`src/rtl/seq_pattern_tx.sv`:
```
// seq_pattern_tx: serial bit-pattern transmitter, MSB-first, with optional
// repetitions separated by GAP_CYC idle cycles.
// Optional feature macro: SEQ_PATTERN_TX_ERR_INJ_EN (single-bit error injection
// on the first copy, adds inputs inj_en and inj_idx).
module seq_pattern_tx #(
   parameter int unsigned PAT_W   = 8,
   parameter int unsigned LEN_W   = 4,
   parameter int unsigned REP_W   = 4,
   parameter int unsigned GAP_CYC = 2
) (
   input  logic             clk,
   input  logic             reset_n,
   input  logic             start,
   input  logic [PAT_W-1:0] pattern,
   input  logic [LEN_W-1:0] len,
   input  logic [REP_W-1:0] reps,
   input  logic             abort,
`ifdef SEQ_PATTERN_TX_ERR_INJ_EN
   input  logic             inj_en,
   input  logic [LEN_W-1:0] inj_idx,
`endif
   output logic             x,
   output logic             valid,
   output logic             busy,
   output logic             done
);

   localparam int unsigned GAP_W = (GAP_CYC > 1) ? $clog2(GAP_CYC) : 1;

   typedef enum logic [1:0] {
      IDLE  = 2'd0,
      SHIFT = 2'd1,
      GAP   = 2'd2,
      DONE  = 2'd3
   } state_t;

   state_t             state_q, state_d;
   logic [PAT_W-1:0]   pat_q, pat_d;
   logic [LEN_W-1:0]   len_q, len_d;
   logic [REP_W-1:0]   reps_q, reps_d;
   logic [LEN_W-1:0]   idx_q, idx_d;
   logic [GAP_W-1:0]   gap_q, gap_d;
   logic               x_q, x_d;
   logic               valid_q, valid_d;
   logic               busy_q, busy_d;
   logic               done_q, done_d;

   logic [LEN_W-1:0]   top_in;
   logic [LEN_W-1:0]   top_lat;
   logic [LEN_W-1:0]   nxt_idx;
   logic               len_ok;
   logic               inj_start;
   logic               inj_shift;

`ifdef SEQ_PATTERN_TX_ERR_INJ_EN
   logic               first_q, first_d;
   logic               inj_en_q, inj_en_d;
   logic [LEN_W-1:0]   inj_idx_q, inj_idx_d;
`endif

   // Select bit idx of pat (shift keeps the index width independent of PAT_W),
   // optionally inverted.
   function automatic logic pick_bit(input logic [PAT_W-1:0] pat,
                                     input logic [LEN_W-1:0] idx,
                                     input logic             flip);
      logic [PAT_W-1:0] sh;
      sh = pat >> idx;
      return sh[0] ^ flip;
   endfunction

   assign top_in  = len - LEN_W'(1);
   assign top_lat = len_q - LEN_W'(1);
   assign nxt_idx = idx_q - LEN_W'(1);
   assign len_ok  = (len != '0) && (32'(len) <= PAT_W);

`ifdef SEQ_PATTERN_TX_ERR_INJ_EN
   // Injection only ever targets the first copy; indices >= len never match.
   assign inj_start = inj_en & (top_in == inj_idx);
   assign inj_shift = inj_en_q & first_q & (nxt_idx == inj_idx_q);
`else
   assign inj_start = 1'b0;
   assign inj_shift = 1'b0;
`endif

   // State register plus latched transfer parameters and registered outputs.
   always_ff @(posedge clk or negedge reset_n) begin
      if (!reset_n) begin
         state_q   <= IDLE;
         pat_q     <= '0;
         len_q     <= '0;
         reps_q    <= '0;
         idx_q     <= '0;
         gap_q     <= '0;
         x_q       <= 1'b0;
         valid_q   <= 1'b0;
         busy_q    <= 1'b0;
         done_q    <= 1'b0;
`ifdef SEQ_PATTERN_TX_ERR_INJ_EN
         first_q   <= 1'b0;
         inj_en_q  <= 1'b0;
         inj_idx_q <= '0;
`endif
      end else begin
         state_q   <= state_d;
         pat_q     <= pat_d;
         len_q     <= len_d;
         reps_q    <= reps_d;
         idx_q     <= idx_d;
         gap_q     <= gap_d;
         x_q       <= x_d;
         valid_q   <= valid_d;
         busy_q    <= busy_d;
         done_q    <= done_d;
`ifdef SEQ_PATTERN_TX_ERR_INJ_EN
         first_q   <= first_d;
         inj_en_q  <= inj_en_d;
         inj_idx_q <= inj_idx_d;
`endif
      end
   end

   // Next-state logic; the next output bit is computed here so x is a flop.
   always_comb begin
      state_d   = state_q;
      pat_d     = pat_q;
      len_d     = len_q;
      reps_d    = reps_q;
      idx_d     = idx_q;
      gap_d     = gap_q;
      x_d       = 1'b0;
      valid_d   = 1'b0;
`ifdef SEQ_PATTERN_TX_ERR_INJ_EN
      first_d   = first_q;
      inj_en_d  = inj_en_q;
      inj_idx_d = inj_idx_q;
`endif

      case (state_q)
         IDLE: begin
            if (start && !abort && len_ok) begin
               pat_d   = pattern;
               len_d   = len;
               reps_d  = reps;
               idx_d   = top_in;
               x_d     = pick_bit(pattern, top_in, inj_start);
               valid_d = 1'b1;
               state_d = SHIFT;
`ifdef SEQ_PATTERN_TX_ERR_INJ_EN
               first_d   = 1'b1;
               inj_en_d  = inj_en;
               inj_idx_d = inj_idx;
`endif
            end
         end

         SHIFT: begin
            if (idx_q != '0) begin
               idx_d   = nxt_idx;
               x_d     = pick_bit(pat_q, nxt_idx, inj_shift);
               valid_d = 1'b1;
            end else if (reps_q != '0) begin
               reps_d = reps_q - REP_W'(1);
`ifdef SEQ_PATTERN_TX_ERR_INJ_EN
               first_d = 1'b0;
`endif
               if (GAP_CYC > 0) begin
                  gap_d   = GAP_W'(GAP_CYC - 1);
                  state_d = GAP;
               end else begin
                  // No gap: restart the next copy on the very next cycle.
                  idx_d   = top_lat;
                  x_d     = pick_bit(pat_q, top_lat, 1'b0);
                  valid_d = 1'b1;
               end
            end else begin
               state_d = DONE;
            end
         end

         GAP: begin
            if (gap_q == '0) begin
               idx_d   = top_lat;
               x_d     = pick_bit(pat_q, top_lat, 1'b0);
               valid_d = 1'b1;
               state_d = SHIFT;
            end else begin
               gap_d = gap_q - GAP_W'(1);
            end
         end

         DONE: begin
            state_d = IDLE;
         end

         default: begin
            state_d = IDLE;
         end
      endcase

      // Abort overrides every transition out of a busy state.
      if (abort && (state_q != IDLE)) begin
         state_d = IDLE;
         x_d     = 1'b0;
         valid_d = 1'b0;
      end
   end

   // Status flags follow the next state so they are registered with x/valid.
   always_comb begin
      busy_d = (state_d != IDLE);
      done_d = (state_d == DONE);
   end

   assign x     = x_q;
   assign valid = valid_q;
   assign busy  = busy_q;
   assign done  = done_q;

endmodule

```
`config.mk`:
```
export PLATFORM = sky130hd
export DESIGN_NAME = seq_pattern_tx
export DESIGN_NICKNAME = d
export VERILOG_FILES = /design/src/rtl/seq_pattern_tx.sv
export SDC_FILE = /design/constraint.sdc
export NUM_CORES = 1
export LEC_CHECK = 0
export BUFFER_PORTS_ARGS = -buffer_cell sky130_fd_sc_hd__clkbuf_2
export CAP_MARGIN = 20
export CELL_PAD_IN_SITES_DETAIL_PLACEMENT = 1
export CELL_PAD_IN_SITES_GLOBAL_PLACEMENT = 1
export CORE_MARGIN = 2
export CORE_UTILIZATION = 40
export DETAILED_ROUTE_END_ITERATION = 8
export MAX_ROUTING_LAYER = met4
export PLACE_DENSITY_LB_ADDON = 0.1
export SLEW_MARGIN = 20
export SYNTH_ARGS = -nofsm -noshare
export SYNTH_HDL_FRONTEND = slang
export SYNTH_SLANG_ARGS = --single-unit
```
`constraint.sdc`:
```
create_clock -name clk -period 1.9 [get_ports clk]
set_clock_uncertainty 0.15 [all_clocks]
set_input_delay 0.57 -clock clk [delete_from_list [all_inputs] [get_ports clk]]
set_output_delay 0.57 -clock clk [all_outputs]
set_load 0.02 [all_outputs]
```
=== Word-level counts from Yosys, hierarchy flattened ===
Index checks and enable logic that the tools add are counted.

* Add/sub/neg operators: 5
* Multiply operators: 0
* Div/mod/pow operators: 0
* Order comparisons: 1
* Equal/unequal tests: 9
* Shifts and indexed selects: 3
* Muxes and demuxes: 28
* Bitwise gates (word level): 0
* Reductions and logical operators: 18

{| class="wikitable"
|+ Operators with widths
! operator !! number
|-
| $mux 4 || 6
|-
| $shr 8x4->1 || 3
|-
| $sub 4x1->4 const B || 4
|-
| $mux 1 || 12
|-
| $pmux 4 s3 || 1
|-
| $reduce_bool 4->1 || 3
|-
| $ne 2x2->1 const B || 5
|-
| $mux 2 || 4
|-
| $pmux 2 s4 || 1
|-
| $pmux 4 s2 || 1
|-
| $reduce_and 4->1 || 2
|-
| $reduce_bool 2->1 || 4
|-
| $eq 2x2->1 const B || 3
|-
| $pmux 1 s3 || 2
|-
| $le 4x4->1 const B || 1
|-
| $logic_and 1x1->1 || 4
|-
| $reduce_and 3->1 || 1
|-
| $reduce_bool 3->1 || 1
|-
| $eq 2x1->1 const B || 1
|-
| $logic_not 2->1 || 1
|-
| $pmux 1 s2 || 1
|-
| $reduce_and 2->1 || 1
|-
| $logic_not 1->1 || 1
|-
| $sub 1x1->1 const B || 1
|}

* Register bits after elaboration: 27
* Latch bits: 0
* Memory bits (writable): 0
* Bits in read-only memories: 0
* Input bits: 20
* Memories: 0

=== Longest topological paths before layout ===
* Depth after elaboration: 7
* Mapped depth: 9
* Gate-level depth less buffers: 7

=== Worst setup path before layout ===
OpenSTA, ideal clock, no wires.

* Kind: input -> register
* Start point: in len[0]
* End point: reg len_q[3]
* Library setup time: 0.125 ns
* Arrival: 2.011 ns
* Data required time: 1.625 ns
* Slack: -0.387 ns
* Stages: 8
* Cell sequence: inv_1 ha_1 nand2b_1 xnor2_1 or3_1 buf_4 buf_6 mux2_4

* Word-level cells in the longest chain between the ends: 4
* Elaborated cells on any way between the ends: 5
* Classes of those cells: order compare: 1; reduce/logical: 4

{| class="wikitable"
|+ RTL lines
! element !! RTL line !! text
|-
| start, declared || 15 || <nowiki>input logic [LEN_W-1:0] len,</nowiki>
|-
| $le 4x4->1 or $reduce_bool 4->1 (tied branches) || 74 || <nowiki>assign len_ok = (len != '0) && (32'(len) <= PAT_W);</nowiki>
|-
| $logic_and 1x1->1 (*) || 74 ||
|-
| $logic_and 1x1->1 (*) || 140 || <nowiki>if (start && !abort && len_ok) begin</nowiki>
|-
| $reduce_and 2->1 (no source line) (*) || n/a ||
|-
| end signal, assigned || 106 || <nowiki>len_q <= len_d;</nowiki>
|-
| end, declared || 39 || <nowiki>logic [LEN_W-1:0] len_q, len_d;</nowiki>
|}

Mark *: on every way between the ends. The rest lies on a longest branch, timed or not.
A chain may end at the register's enable or synchronous reset.

=== Final worst setup path ===
* Start point: in len[0]
* End point: reg x_q (netlist: x)

* Word-level cells in the longest chain between the ends: 6
* Elaborated cells on any way between the ends: 9
* Classes of those cells: add/sub: 1; order compare: 1; shift: 1; mux: 3; reduce/logical: 3

{| class="wikitable"
|+ RTL lines
! element !! RTL line !! text
|-
| parallel branches: the longest is 3 deep, another holds $sub 4x1->4 || n/a ||
|-
| $mux 1 (*) || 140 ||
|-
| $pmux 1 s3 (*) || 138 || <nowiki>case (state_q)</nowiki>
|-
| $mux 1 (*) || 201 || <nowiki>if (abort && (state_q != IDLE)) begin</nowiki>
|-
| via x_d || 43 || <nowiki>logic x_q, x_d;</nowiki>
|-
| end signal, assigned || 94 || <nowiki>x_q <= 1'b0;</nowiki>
|-
| end signal, assigned || 110 || <nowiki>x_q <= x_d;</nowiki>
|-
| end, declared || 43 ||
|}

Mark *: on every way through the listed nets, which the timed path passes.

==> results_dict.tcl <==
set metrics [dict create \
    drt_iter0_drc 93 \
    required_ps 1950 \
    cts_root_buffer "clkbuf_8" \
    wl_met1_mm 2.23 \
    grt_pass1_wl_mm 8.68 \
    antenna_found_initial 0 \
    rows 24 \
    synth_cell_types 41 \
    start_kind "input pin" \
    worst_slew_pin_slew_ps 460 \
    outcome "complete, but fails checks" \
    yosys.area.top_type "dfrtp_1" \
    critPathKind "input pin to register" \
    nNetsFinal 269 \
    grt_max_degree 28 \
    setup_slack_ps -140 \
    route.met3.wl_um 228 \
    p_int_mw 2.45 \
    setup_viol_count_final 15 \
    hold_violations 0 \
    utilization 0.608 \
    syn_area_per_cell_um2 10.1 \
    viasPerCell 5.80 \
    wl_per_cell_um 20.5 \
    slew_violations 0 \
    die_x_um 70.3 \
    start_util 0.410 \
    cp.arrival_ps 2090 \
    die_y_um 70.3 \
    crit_start "len[0]" \
    place_congestion 0.881 \
    synth_edf_count 0 \
    clock.fmax_mhz 490 \
    worstSetupEndpointType "register" \
    crit_fanout 2 \
    drcViolationCount 0 \
    grt_pass1_vias 1794 \
    r2r_cells 6 \
    hold_buffers 0 \
    drive_gt1_frac 0.513 \
    p_leak_nw 1.19 \
    synth_most_common_cell "dfrtp_1" \
    pin_count 24 \
    htree_levels 1 \
    ys_async_sr_fraction 1.00 \
    cts_tree "yes" \
    synth_top_area_frac 0.384 \
    ys_seq_elements 27 \
    peakVddDrop_uv 630 \
    antenna_cells 0 \
    switching_power_mw 1.86 \
    clk_pin_slew_ps 100 \
    grt_setup_unrepaired "true" \
    ant_nets 0 \
    synth_common_cells "dfrtp_1, inv_1, ha_1, nor2_1" \
    io_buffers 23 \
    syn_inst 174 \
    power.total_mw 4.32 \
    hold_path.class "input pin to asynchronous set/reset pin" \
    reg2reg_setup_slack_ps -100 \
    p_sw_frac 0.432 \
    yosys_warnings 0 \
    maxCapViolations 0 \
    r2r_end "x$_DFF_PN0_" \
    core_um2 4290 \
    synth_nets 204 \
    clock-sinks 27 \
    fin_setup_tns_ps -953 \
    synth.area.top_cells "dfrtp_1, ha_1, mux2_2" \
    wl_mm 5.94 \
    violations "setup timing" \
    design.die.area_um2 4940 \
    synth-main-ff-cell "dfrtp_1" \
    slew_headroom 0.685 \
    cts_made_buffers 3 \
    dr.pass1.iters 4 \
    crit-reg2reg-launch "len_q[0]$_DFFE_PN0N_" \
    pwr-share-comb 0.665 \
    worstSkewPairLatency_ps 280 \
    hpwl_mm 3.92 \
    areaGrowthSynthToFinish_pct 48.4 \
    synth_area_um2 1760 \
    gr-total-overflow 0 \
    vias 1683 \
    fin_crit_sh 1.07 \
    p_clk_frac 0.079 \
    yosysSeqAreaShare 0.384 \
    power_frac_seq 0.256 \
    power_density_nw_per_um2 1650 \
    top_layer_used "met4" \
    period_needed_ps 2040 \
    grt_use_total 0.230 \
    dr_wl_met2_mm 3.33 \
    cts_buffer_depth 2 \
]
kinds of logic after synthesis:
kind of cell	synth area share
compound gates	0.129
mux	0.162
flops	0.384
buf+inv	0.0555
simple gates	0.159
fa+ha+maj	0.0711
xor+xnor	0.0391
power by group through the flow:
stage / sequential, mW / clock [mW] / combinational [mW]
2_1_floorplan: 1.05 / 0 / 1.33
3_3_place_gp: 1.05 / 0 / 2.06
3_5_place_dp: 1.07 / 0 / 2.14
4_1_cts: 1.07 / 0.351 / 2.23
5_1_grt: 1.13 / 0.377 / 3.10
6_report: 1.11 / 0.341 / 2.87
how the worst max path moves through the flow:
stage | end
after floorplan | len_q[3]$_DFFE_PN0N_
after global placement | x$_DFF_PN0_
after detailed placement | x$_DFF_PN0_
after CTS | x$_DFF_PN0_
after global routing | x$_DFF_PN0_
final | x$_DFF_PN0_
cell type report:
cell class,instances,area [um^2]
inverter,18,97.6
multi-input combinational,124,1230
tap,52,65.1
sequential,27,677
clock buffer,4,45.0
fill,455,1680
timing repair buffer,65,497
layout by cell type (no fill, tap or decap), types with 2 or more instances in the layout:
cell type / netlist / final
a21oi_1: 4 / 2
a31oi_1: 2 / 2
buf_4: 1 / 37
buf_6: 1 / 3
buf_8: 0 / 2
clkbuf_16: 0 / 2
clkbuf_2: 0 / 21
clkbuf_8: 0 / 3
dfrtp_1: 27 / 26
ha_1: 10 / 4
ha_2: 0 / 2
ha_4: 0 / 4
inv_1: 18 / 10
inv_12: 0 / 2
inv_2: 0 / 5
mux2_2: 8 / 7
mux2_4: 3 / 4
mux2i_1: 6 / 6
mux4_2: 4 / 4
nand2_1: 9 / 8
nand2b_1: 6 / 4
nand2b_4: 0 / 2
nand3_1: 5 / 5
nand4_1: 3 / 3
nor2_1: 10 / 8
nor2b_1: 2 / 2
nor3_1: 6 / 6
o211ai_1: 2 / 2
o21ai_0: 9 / 7
o21ai_1: 4 / 2
o21ai_2: 0 / 4
o221ai_1: 2 / 2
or4_1: 3 / 2
xor2_1: 4 / 3
through the flow:
stage	worst slack, ps	instances	instance area [um^2]	hold WS (ps)
2_1_floorplan	-246	174	1800	124
3_3_place_gp	-446	277	2190	365
3_5_place_dp	-467	277	2190	374
4_1_cts	-144	282	2340	145
5_1_grt	-173	290	2610	155
6_report	-140	290	2610	127
critical path: stages:
cell,delay (ps)
clkbuf_16,120
inv_12,30
ha_4,260
inv_2,40
mux4_2,330
o21ai_2,50
or4_1,510
o211ai_1,180
registers in the layout (all words and copies together) (netlist names):
name and flops:
state_q 2, idx_q 4, x 1, gap_q 1, busy 1, reps_q 4
len_q 4, pat_q 8, done 1, valid 1
layer usage:
metal,up-vias,global-route usage
met5,-,-
met4,0,0.0620
met3,18,0.0260
met2,56,0.437
met1,845,0.250
li1,764,-
timing repair:
action / CTS / global route
setup buffers: 0 / 8
resized for setup: 21 / 46
pin swaps: 1 / 9
gates cloned: 1 / 0
endpoints found under the hold margin: 0 / 0
endpoints found under the setup margin: 25 / 25
Note: power is estimated with default switching activity, not from simulation.
